<file path="config.mk">
export PLATFORM = sky130hd
export DESIGN_NAME = ram_bist_seq
export DESIGN_NICKNAME = d
export VERILOG_FILES = /design/src/rtl/ram_bist_seq.sv
export SDC_FILE = /design/constraint.sdc
export NUM_CORES = 1
export LEC_CHECK = 0
export BUFFER_PORTS_ARGS = -buffer_cell sky130_fd_sc_hd__buf_2
export CAP_MARGIN = 20
export CORE_ASPECT_RATIO = 1.5
export CORE_UTILIZATION = 51
export DETAILED_ROUTE_END_ITERATION = 8
export GPL_ROUTABILITY_DRIVEN = 0
export PLACE_DENSITY = 0.81
export RECOVER_POWER = 50
export SLEW_MARGIN = 0
export SYNTH_ARGS = -nofsm -noshare
export SYNTH_HDL_FRONTEND = slang
export SYNTH_SLANG_ARGS = --single-unit
</file>
<file path="constraint.sdc">
create_clock -name clk -period 2 [get_ports clk]
set_input_delay 0.2 -clock clk [delete_from_list [all_inputs] [get_ports clk]]
set_output_delay 0.2 -clock clk [all_outputs]
set_load 0.01 [all_outputs]
</file>
<file path="src/rtl/ram_bist_seq.sv">
// ram_bist_seq: march-free fill/readback self test for a single-port RAM.
// Writes seed+addr everywhere, reads it back and compares after RD_LAT.
module ram_bist_seq #(
    parameter int ADDR_W = 5,
    parameter int DATA_W = 8,
    parameter int DEPTH  = 32,
    parameter int RD_LAT = 1
) (
    input  logic              clk,
    input  logic              rst_n,
    input  logic              start,
    input  logic [DATA_W-1:0] seed,
    output logic              ram_en,
    output logic              ram_wr_H_rd_L,
    output logic [ADDR_W-1:0] ram_addr,
    output logic [DATA_W-1:0] ram_wr_data,
    input  logic [DATA_W-1:0] ram_rd_data,
    output logic              busy,
    output logic              done,
    output logic              pass,
    output logic [ADDR_W:0]   err_cnt,
    output logic [ADDR_W-1:0] first_err_addr
);

    typedef enum logic [2:0] {
        IDLE,
        WRITE,
        READ,
        DRAIN,
        DONE
    } state_t;

    localparam logic [ADDR_W-1:0] LAST_ADDR  = ADDR_W'(DEPTH - 1);
    localparam logic [1:0]        DRAIN_LAST = 2'(RD_LAT - 1);
    localparam logic [ADDR_W-1:0] ADDR_ONE   = ADDR_W'(1);
    localparam logic [ADDR_W:0]   CNT_ONE    = (ADDR_W + 1)'(1);

    state_t              state;
    logic [DATA_W-1:0]   seed_q;
    logic [1:0]          drain_cnt;
    logic [ADDR_W-1:0]   addr_nx;

    logic                pipe_v [RD_LAT];
    logic [ADDR_W-1:0]   pipe_a [RD_LAT];
    logic [DATA_W-1:0]   pipe_d [RD_LAT];

    logic                tail_v;
    logic [ADDR_W-1:0]   tail_a;
    logic [DATA_W-1:0]   tail_d;
    logic                cmp_act;
    logic                mismatch;

    // Tail of the in-flight read pipeline and the compare verdict.
    always_comb begin
        addr_nx  = ram_addr + ADDR_ONE;
        tail_v   = pipe_v[RD_LAT-1];
        tail_a   = pipe_a[RD_LAT-1];
        tail_d   = pipe_d[RD_LAT-1];
        cmp_act  = (state == READ) || (state == DRAIN);
        mismatch = cmp_act && tail_v && (ram_rd_data != tail_d);
    end

    // Shift each issued read through RD_LAT stages to line up with its data.
    always_ff @(posedge clk or negedge rst_n) begin
        if (!rst_n) begin
            for (int i = 0; i < RD_LAT; i++) begin
                pipe_v[i] <= 1'b0;
                pipe_a[i] <= '0;
                pipe_d[i] <= '0;
            end
        end else begin
            pipe_v[0] <= (state == READ);
            pipe_a[0] <= ram_addr;
            pipe_d[0] <= seed_q + DATA_W'(ram_addr);
            for (int i = 1; i < RD_LAT; i++) begin
                pipe_v[i] <= pipe_v[i-1];
                pipe_a[i] <= pipe_a[i-1];
                pipe_d[i] <= pipe_d[i-1];
            end
        end
    end

    // Mismatch counting; the first failing address is latched once.
    always_ff @(posedge clk or negedge rst_n) begin
        if (!rst_n) begin
            err_cnt        <= '0;
            first_err_addr <= '0;
        end else if (state == IDLE && start) begin
            err_cnt        <= '0;
            first_err_addr <= '0;
        end else if (mismatch) begin
            err_cnt <= err_cnt + CNT_ONE;
            if (err_cnt == '0) begin
                first_err_addr <= tail_a;
            end
        end
    end

    // Sequencer: fill, read back, drain in-flight reads, report.
    always_ff @(posedge clk or negedge rst_n) begin
        if (!rst_n) begin
            state         <= IDLE;
            seed_q        <= '0;
            drain_cnt     <= '0;
            ram_en        <= 1'b0;
            ram_wr_H_rd_L <= 1'b0;
            ram_addr      <= '0;
            ram_wr_data   <= '0;
            busy          <= 1'b0;
            done          <= 1'b0;
            pass          <= 1'b0;
        end else begin
            unique case (state)
                IDLE: begin
                    done <= 1'b0;
                    if (start) begin
                        state         <= WRITE;
                        seed_q        <= seed;
                        pass          <= 1'b0;
                        busy          <= 1'b1;
                        ram_en        <= 1'b1;
                        ram_wr_H_rd_L <= 1'b1;
                        ram_addr      <= '0;
                        ram_wr_data   <= seed;
                    end
                end
                WRITE: begin
                    if (ram_addr == LAST_ADDR) begin
                        state         <= READ;
                        ram_wr_H_rd_L <= 1'b0;
                        ram_addr      <= '0;
                        ram_wr_data   <= '0;
                    end else begin
                        ram_addr    <= addr_nx;
                        ram_wr_data <= seed_q + DATA_W'(addr_nx);
                    end
                end
                READ: begin
                    if (ram_addr == LAST_ADDR) begin
                        state     <= DRAIN;
                        ram_en    <= 1'b0;
                        drain_cnt <= '0;
                    end else begin
                        ram_addr <= addr_nx;
                    end
                end
                DRAIN: begin
                    if (drain_cnt == DRAIN_LAST) begin
                        state <= DONE;
                        busy  <= 1'b0;
                        done  <= 1'b1;
                        pass  <= (err_cnt == '0) && !mismatch;
                    end else begin
                        drain_cnt <= drain_cnt + 2'd1;
                    end
                end
                DONE: begin
                    done  <= 1'b0;
                    state <= IDLE;
                end
                default: begin
                    state <= IDLE;
                end
            endcase
        end
    end

endmodule

</file>
# After elaboration in Yosys (flattened, before gate mapping)
# Cells that the tools add are included.
dict set report word_totals {
  regBits 56
  wordCells 91
  memories 0
  ram_bits 0
  mem_bits_ro 0
  out_inout_bits 29
  latch_bits 0
  inputBits 19
}
dict set report op_classes {
  mux 31
  n_eq_ne 12
  n_reduce_logical 28
  shifts 0
  n_addsub 5
  bitwise 0
  div 0
  mul 0
  order_cmp 0
}
# cell count
set op_table {}
lappend op_table {{$mux W5} 6}
lappend op_table {{$add A8 B5 Y8} 2}
lappend op_table {{$mux W8} 2}
lappend op_table {{$pmux W8 S2} 1}
lappend op_table {{$pmux W5 S3} 1}
lappend op_table {{$reduce_and A3 Y1} 5}
lappend op_table {{$reduce_bool A2 Y1} 7}
lappend op_table {{$mux W3} 4}
lappend op_table {{$mux W6} 2}
lappend op_table {{$pmux W3 S4} 1}
lappend op_table {{$pmux W1 S2} 5}
lappend op_table {{$ne A2 B2 Y1 const B} 4}
lappend op_table {{$ne A8 B8 Y1} 1}
lappend op_table {{$reduce_and A2 Y1} 4}
lappend op_table {{$add A6 B1 Y6 const B} 1}
lappend op_table {{$eq A3 B2 Y1 const B} 2}
lappend op_table {{$logic_not A6 Y1} 1}
lappend op_table {{$mux W1} 6}
lappend op_table {{$add A5 B1 Y5 const B} 1}
lappend op_table {{$eq A5 B5 Y1 const B} 1}
lappend op_table {{$logic_and A1 B1 Y1} 4}
lappend op_table {{$mux W2} 2}
lappend op_table {{$ne A2 B1 Y1 const B} 2}
lappend op_table {{$pmux W2 S2} 1}
lappend op_table {{10 further kinds} 10}

# Longest topological paths before layout
# Gate-level depths: netlist (run 1).
dict set report depth {
  ltp_word 8
  ltp_mapped 8
  depth_no_buf 8
}

# Worst setup path before layout (run 1)
# No wires, ideal clock.
dict set report synth_timing {
  path_kind {flip-flop to flip-flop}
  startpoint {register ram_addr[0]}
  endpoint {register ram_wr_data[6]}
  slack_ns -0.045
  path_stages_with_launch 8
  synth_period_minus_slack_ns 2.045
  t_required_ns 1.910
  arrival_time_ns 1.956
  path_cell_list {dfrtp_1 -> ha_1 -> fa_1 -> a21o_1 -> a21o_1 -> a21oi_1 -> a32oi_1 -> o2111ai_1}
}
dict set report synth_between {
  elab_chain_cells 4
}
# element line
set synth_lines {}
lappend synth_lines {{start, declared} 15} ;# output logic [ADDR_W-1:0] ram_addr,
lappend synth_lines {{start signal, assigned} 134} ;# ram_addr <= addr_nx;
lappend synth_lines {{start signal, assigned} 144} ;# ram_addr <= addr_nx;
lappend synth_lines {{$add A5 B1 Y5} 55} ;# addr_nx = ram_addr + ADDR_ONE;
lappend synth_lines {{$add A8 B5 Y8} 135} ;# ram_wr_data <= seed_q + DATA_W'(addr_nx);
lappend synth_lines {{$mux W8 (*)} 128} ;# if (ram_addr == LAST_ADDR) begin
lappend synth_lines {{$pmux W8 S2 (*)} 113} ;# unique case (state)
lappend synth_lines {{end signal, assigned} 135}
lappend synth_lines {{end, declared} 16} ;# output logic [DATA_W-1:0] ram_wr_data,
# Every way passes the cells marked *; elsewhere a longest branch is shown, timed or not.
# A chain may end at the register's enable or synchronous reset.

# Worst setup path in the final report (run 1)
dict set report layout_timing {
  startpoint {register ram_addr[0]}
  endpoint {register ram_wr_data[4]}
}
# Same word-level chain as after synthesis.

==> summary.md, run 1 <==
| Metric | Value |
|---|---|
| Die W | 63.77 um |
| Clk pin slew, worst setup/hold paths | 0.10 ns |
| Maximum fanout along the worst path | 4 |
| Critical path class | flip-flop to flip-flop |
| CP Capture Type | flip-flop |
| CP required | 2.24 ns |
| Leak Pwr | 1.802 nW |
| Initial core utilization | 0.5316 |
| Syn Nets | 333 |
| Multi-input gate area | 1529 um^2 |
| Hold path startpoint | seed[0] |
| Final net count | 408 |
| Largest buffer count on any clock path | 2 |
| Die Ht | 94.66 um |
| Row cnt | 33 |
| Pre-antenna DRT Iters | 4 |
| Initial antenna violation count | 0 |
| I/O pin total | 48 |
| Sequential share of the synthesized area | 0.4801 |
| # DRC | 0 |
| Number of max-cap violations | 0 |
| Pins Over Slew Limit | 0 |
| Die Area | 6036 um^2 |
| Vias per std cell | 5.661 |
| Vias | 2508 |
| Worst slew margin | 0.5826 |
| Synth cell types | 46 |
| Port Buffers | 47 |
| FF+latch area | 1403 um^2 |
| Total clock sinks | 56 |
| Drt wl/cell | 16.90 um |
| Number of synthesized flops with an enable pin | 0 |
| Synthesized area | 2919 um^2 |
| Worst Skew | 0.009569 ns |
| Antenna Nets Post-Route | 0 |
| Power consumption | 0.005988 W |
| Final Cycle Share | 1.006 |
| CTS H-tree lvls | 2 |
| Design Area, Final | 3666 um^2 |
| Area after DPL | 3390 um^2 |
| Iter 0 DRT Violations | 150 |
| Pin count of the biggest net entering global routing | 29 |
| Startpoint types | flip-flop |
| CTS tree | built |
| Dpl hpwl | 4890 um |
| Diodes inserted | 0 |
| Vias in the first global route | 2417 |
| Clk root buf | clkbuf_8 |
| WL final | 7486 um |
| RSZ-0062 raised after global routing | true |
| P&R area growth vs syn | 25.59% |
| Final setup fails | 3 |
| Gr usage total | 0.2395 |
| Syn Inst Count | 297 |
| Max frequency | 497.2 MHz |
| TritonCTS Buffers | 5 |
| PnR worst setup slack | -0.01134 ns |
| Maximum VDD drop | 0.9793 mV |
| Fin Hold WS | 0.08203 ns |
| Failing checks | setup timing |
| Fillers | 400 |
| HP Class | primary input to flip-flop |
| Top_reg_cell synth | dfrtp_1 |
| Slew @ Worst Pin | 0.6261 ns |
| Worst Path Arrival | 2.25 ns |
| Overflow after GRT | 0 |
| Status | complete, but fails checks |
| Total power density per cell area | 1633 nW/um^2 |
| Global-route wire length before repair | 10860 um |
| Crit path time final | 2.011 ns |
| R2R Path Start | ram_addr[0]$_DFFE_PN0P_ |
| Post-synth ARST share | 1.000 |
| Worst skew pair latency | 0.32 ns |
| Synth warnings | 0 |
| Worst setup startpoint | ram_addr[0]$_DFFE_PN0P_ |
| Fraction of layout cells with a size suffix above 1 | 0.2815 |
| Fin. Hold Viols | 0 |
| Core Region | 5492 um^2 |
| Post-synthesis area per instance | 9.828 um^2 |
| FF+latch count, synth | 56 |
==> Yosys cell counts (4+ instances only) <==
cell	n	area (um^2)
a21o_1	4	30.03
nand2_1	56	210.2
xnor2_1	15	131.4
inv_1	14	52.55
dfrtp_1	56	1401
ha_1	15	187.7
nor3b_1	5	37.54
a22o_1	5	43.79
buf_2	7	35.03
a21oi_1	7	35.03
nand3_1	11	55.05
o21ai_0	21	105.1
nor2_1	18	67.56
o211ai_1	9	67.56
==> final timing paths <==
path	endpoint	slack, ns	cells after the start
max in group asynchronous	ram_addr[0]$_DFFE_PN0P_	0.88	3
worst max-delay path	ram_wr_data[4]$_DFFE_PN0P_	-0.01	8
worst min register to register	busy$_DFFE_PN0P_	0.48	2
worst min-delay path	seed_q[0]$_DFFE_PN0P_	0.08	3
min in group asynchronous	first_err_addr[3]$_DFFE_PN0P_	0.41	2
worst max register to register	ram_wr_data[4]$_DFFE_PN0P_	-0.01	8
==> power by group <==
| group | internal, W | switching [W] |
|---|---|---|
| registers | 0.00155 | 0.000351 |
| logic | 0.00164 | 0.00167 |
| clock network | 0.000378 | 0.000395 |
| total | 0.00357 | 0.00242 |
==> per-layer routing <==
layer / up-vias / routed length (um) / track usage / share of wire
li1: 1178 / - / - / -
met1: 1231 / 2825 / 0.2678 / 0.38
met2: 82 / 4081 / 0.4415 / 0.55
met3: 17 / 319 / 0.03502 / 0.043
met4: 0 / 259 / 0.1117 / 0.035
met5: - / 0 / 0 / 0
==> cell usage in the layout (no fill, tap or decap), drive strengths merged, types with 2 or more instances in the layout <==
master / Yosys / layout
a22oi: 3 / 3
mux2i: 2 / 2
nor2: 18 / 18
xnor2: 15 / 15
o31ai: 3 / 3
nor2b: 3 / 3
nor3: 2 / 2
nand2: 56 / 56
fa: 2 / 2
and2: 2 / 2
nor3b: 7 / 7
o2111ai: 2 / 2
buf: 9 / 75
o211ai: 10 / 10
nand3: 11 / 11
ha: 15 / 15
o21bai: 2 / 2
nand2b: 3 / 3
clkbuf: 1 / 7
o21ai: 22 / 22
nand4: 2 / 2
a21oi: 7 / 7
a22o: 5 / 5
a211oi: 3 / 3
dfrtp: 56 / 56
inv: 14 / 15
a31oi: 2 / 2
a21o: 4 / 4
and3: 2 / 2
xor2: 3 / 3
==> flip-flops by register name (all words and copies together) (netlist names) <==
signal / cells
err_cnt: 6
pipe_d: 8
ram_en: 1
ram_wr_H_rd_L: 1
ram_wr_data: 8
done: 1
pipe_a: 5
busy: 1
first_err_addr: 5
pipe_v: 1
pass: 1
drain_cnt: 2
state: 3
seed_q: 8
ram_addr: 5
==> kinds of logic (layout without fill, tap and decap cells) <==
group,Yosys count,count (layout),share of synthesized area
AOI/OAI and AO/OA,67,67,0.1526
xor gates and xnor gates,18,18,0.05401
adders and majority gates,17,17,0.07801
buffers and inverters,24,100,0.03772
DFF,56,56,0.4801
muxes,3,3,0.01072
and+or+nand+nor,112,112,0.1869
==> worst max-delay path: stages, from the launching register on <==
cell and delay [ns]:
dfrtp_2 0.47, ha_4 0.20, xor2_2 0.16, ha_2 0.31, a21o_1 0.20, a21o_1 0.18
buf_4 0.14, xnor2_2 0.12, o211ai_1 0.15
==> area by class of cell <==
| type | count | share of cell area |
|---|---|---|
| flip-flops and latches | 56 | 0.3826 |
| clock inverters | 3 | 0.01263 |
| repair buffers | 78 | 0.1307 |
| multi-input cells | 217 | 0.4171 |
| clock buffers | 5 | 0.01877 |
| well taps | 70 | 0.02389 |
| inverters | 14 | 0.01433 |
==> per-stage QoR <==
stage	setup slack, ns	setup TNS, ns	utilization	instances
2_1_floorplan	0.001260	0	-	297
3_3_place_gp	-0.008640	-0.008640	0.6172	428
3_5_place_dp	-0.07223	-0.2833	0.6172	428
4_1_cts	-0.04468	-0.06976	0.6459	439
5_1_grt	-0.09814	-0.4503	0.6676	443
6_report	-0.01134	-0.02504	0.6676	443
==> repair_timing <==
action                     CTS  global route
gates resized for setup      4            19
pin swaps                    4             8
setup buffers                2             4
setup endpoints to repair    8            11
hold endpoints to repair    26             0
hold buffers                 1             0
(Power assumes the default switching activity.)
==> run 2, diff against run 1 <==
CORE_ASPECT_RATIO = 0.5   (was 1.5)
CORE_UTILIZATION = 55   (was 51)
CTS_BUF_LIST = sky130_fd_sc_hd__clkbuf_4   (was default)
PLACE_DENSITY = 0.83   (was 0.81)
clock period = 2.53 ns   (was 2 ns; I/O delays follow)
==> summary.md, run 2 (synthesis gave the netlist of run 1 again) <==
| Metric | Value |
|---|---|
| Status | finished, final reports clean |
| Final setup fails | 0 (-3) |
| Worst Skew | 0.02591 ns (+0.01634 ns) |
| Postcts setup bufs | 0 (-2) |
| CP peak stage delay | 0.49 ns (+0.02 ns) |
| Initial core utilization | 0.5812 (+0.04966) |
| Worst slew margin | 0.1163 (-0.4663) |
| TritonCTS Buffers | 5 (unchanged) |
| Total power density per cell area | 1166 nW/um^2 (-29%) |
| Max frequency | 438.3 MHz (-12%) |
| Gates resized, CTS repair | 0 (-4) |
| Pin count of the biggest net entering global routing | 27 (-6.9%) |
| Crit path time final | 2.282 ns (+0.2703 ns) |
| I/O pin total | 48 (unchanged) |
| Diodes inserted | 0 (unchanged) |
| Worst skew pair latency | 0.41 ns (+0.09 ns) |
| Fin. Hold Viols | 0 (unchanged) |
| CTS H-tree lvls | 2 (unchanged) |
| HP Class | primary input to flip-flop |
| Worst setup startpoint | ram_addr[0]$_DFFE_PN0P_ |
| Util after Layout | 0.6527 (-0.01486) |
| Final Cycle Share | 0.9018 (-0.1038) |
| Antenna Nets Post-Route | 0 (unchanged) |
| Global-route wire length before repair | 10230 um (-5.8%) |
| Leak Pwr | 1.612 nW (-11%) |
| Hold path startpoint | seed[1] |
| Iter 0 DRT Violations | 139 (-7.3%) |
| Clk pin slew, worst setup/hold paths | 0.18 ns (+0.08 ns) |
| Row cnt | 18 (-45%) |
| Maximum fanout along the worst path | 8 (+4) |
| Vias | 2373 (-5.4%) |
| CP required | 2.81 ns (+0.57 ns) |
| Number of max-cap violations | 0 (unchanged) |
| Worst Path Arrival | 2.57 ns (+0.32 ns) |
| R2R Path Start | ram_addr[0]$_DFFE_PN0P_ |
| Power consumption | 0.003822 W (-36%) |
| Die Ht | 53.52 um (-43%) |
| Setup slack at placement | 0.3322 ns (+0.4044 ns) |
| P&R area growth vs syn | 12.30% |
| Core Region | 5022 um^2 (-8.5%) |
| Most frequent cells in the layout | nand2_1, dfrtp_1, buf_2 |
| Gr usage total | 0.2419 (+0.002422) |
| Dpl hpwl | 4616 um (-5.6%) |
| Vias per std cell | 5.677 (+0.28%) |
| Initial antenna violation count | 0 (unchanged) |
| # DRC | 0 (unchanged) |
| Clk root buf | clkbuf_4 |
| Fraction of layout cells with a size suffix above 1 | 0.1667 (-0.1148) |
| Startpoint types | flip-flop |
| CTS tree | built |
| Slowest CP cell | dfrtp_1 |
| Die Area | 5620 um^2 (-6.9%) |
| Regs by FF count | pipe_d: 8 flops, ram_wr_data: 8 flops, seed_q: 8 flops |
| RSZ-0062 raised after global routing | false |
| Setup tns final | 0 ns (+0.02504 ns) |
| Overflow after GRT | 0 (unchanged) |
| Pins Over Slew Limit | 0 (unchanged) |
| Die W | 105.0 um (+65%) |
| Total clock sinks | 56 (unchanged) |
| Slew @ Worst Pin | 1.326 ns (+0.6995 ns) |
| Pre-antenna DRT Iters | 4 (unchanged) |
| Fin Hold WS | 0.05541 ns (-0.02662 ns) |
| Maximum VDD drop | 0.5696 mV (-42%) |
| Port Buffers | 47 (unchanged) |
| Critical path class | flip-flop to flip-flop |
| CP Capture Type | flip-flop |
| Critical path, cell by cell | ha_1 > xor2_1 > ha_1 > a211oi_1 > o21bai_1 > a21oi_1 > xor2_1 > o211ai_1 |
| PnR worst setup slack | 0.2484 ns (+0.2597 ns) |
| Final net count | 383 (-6.1%) |
| Largest buffer count on any clock path | 2 (unchanged) |
| WL final | 6306 um (-16%) |
| Drt wl/cell | 15.09 um (-11%) |
| Vias in the first global route | 2220 (-8.2%) |
## run 2: cell count changes in the layout (fill, tap and decap cells not counted), sizes merged
cell    change
clkbuf      +9
clkinv      +1
bufinv      -1
inv         -1
buf        -33
## run 2: worst paths after layout
kind	to	slack (ns)	cells after the start
worst min register to register	ram_en$_DFFE_PN0P_	0.49	2
max in group asynchronous	seed_q[3]$_DFFE_PN0P_	0.80	3
worst max register to register	ram_wr_data[5]$_DFFE_PN0P_	0.25	8
worst max-delay path	ram_wr_data[5]$_DFFE_PN0P_	0.25	8
worst min-delay path	ram_wr_data[1]$_DFFE_PN0P_	0.06	3
min in group asynchronous	done$_DFFE_PN0P_	0.63	2
## run 2: where the power goes
part,switching [W],total [W],internal (W)
clock network,0.000298,0.000420,0.000122
logic,0.00102,0.00187,0.000856
registers,0.000306,0.00153,0.00122
total,0.00162,0.00382,0.00220
## run 2: timing repair
action | in CTS | in global routing
hold endpoints to repair | 24 | 0
setup endpoints to repair | 0 | 0
hold buffers | 1 | 0
## run 2: per-layer routing
layer,vias to the layer above,wire (um),track usage
met5,-,0,0
met3,9,304,0.05172
met4,0,62,0.07981
met1,1171,2911,0.3013
li1,1134,-,-
met2,59,3027,0.4349
## run 2: area by class of cell
| cell class | count | area, um^2 |
|---|---|---|
| inverter | 14 | 52.55 |
| timing repair buffer | 53 | 267.8 |
| clock buffer | 6 | 45.04 |
| tap | 70 | 87.58 |
| clock inverter | 2 | 16.27 |
| sequential | 56 | 1401 |
| fill | 419 | 1744 |
| multi-input combinational | 217 | 1408 |
## run 2: through the flow
| step | cells | area (um^2) |
|---|---|---|
| floorplan | 297 | 2919 |
| global placement | 409 | 3222 |
| detailed placement | 409 | 3222 |
| CTS | 418 | 3293 |
| global route | 418 | 3278 |
| finish | 418 | 3278 |
## run 2: worst max-delay path: cells and delay by family (launching register included)
kind / cells / cell delay [ns]
adder cells (fa/ha/maj): 2 / 0.53
XOR/XNOR: 2 / 0.38
AO/OA/AOI/OAI: 4 / 0.78
flip-flops: 1 / 0.49
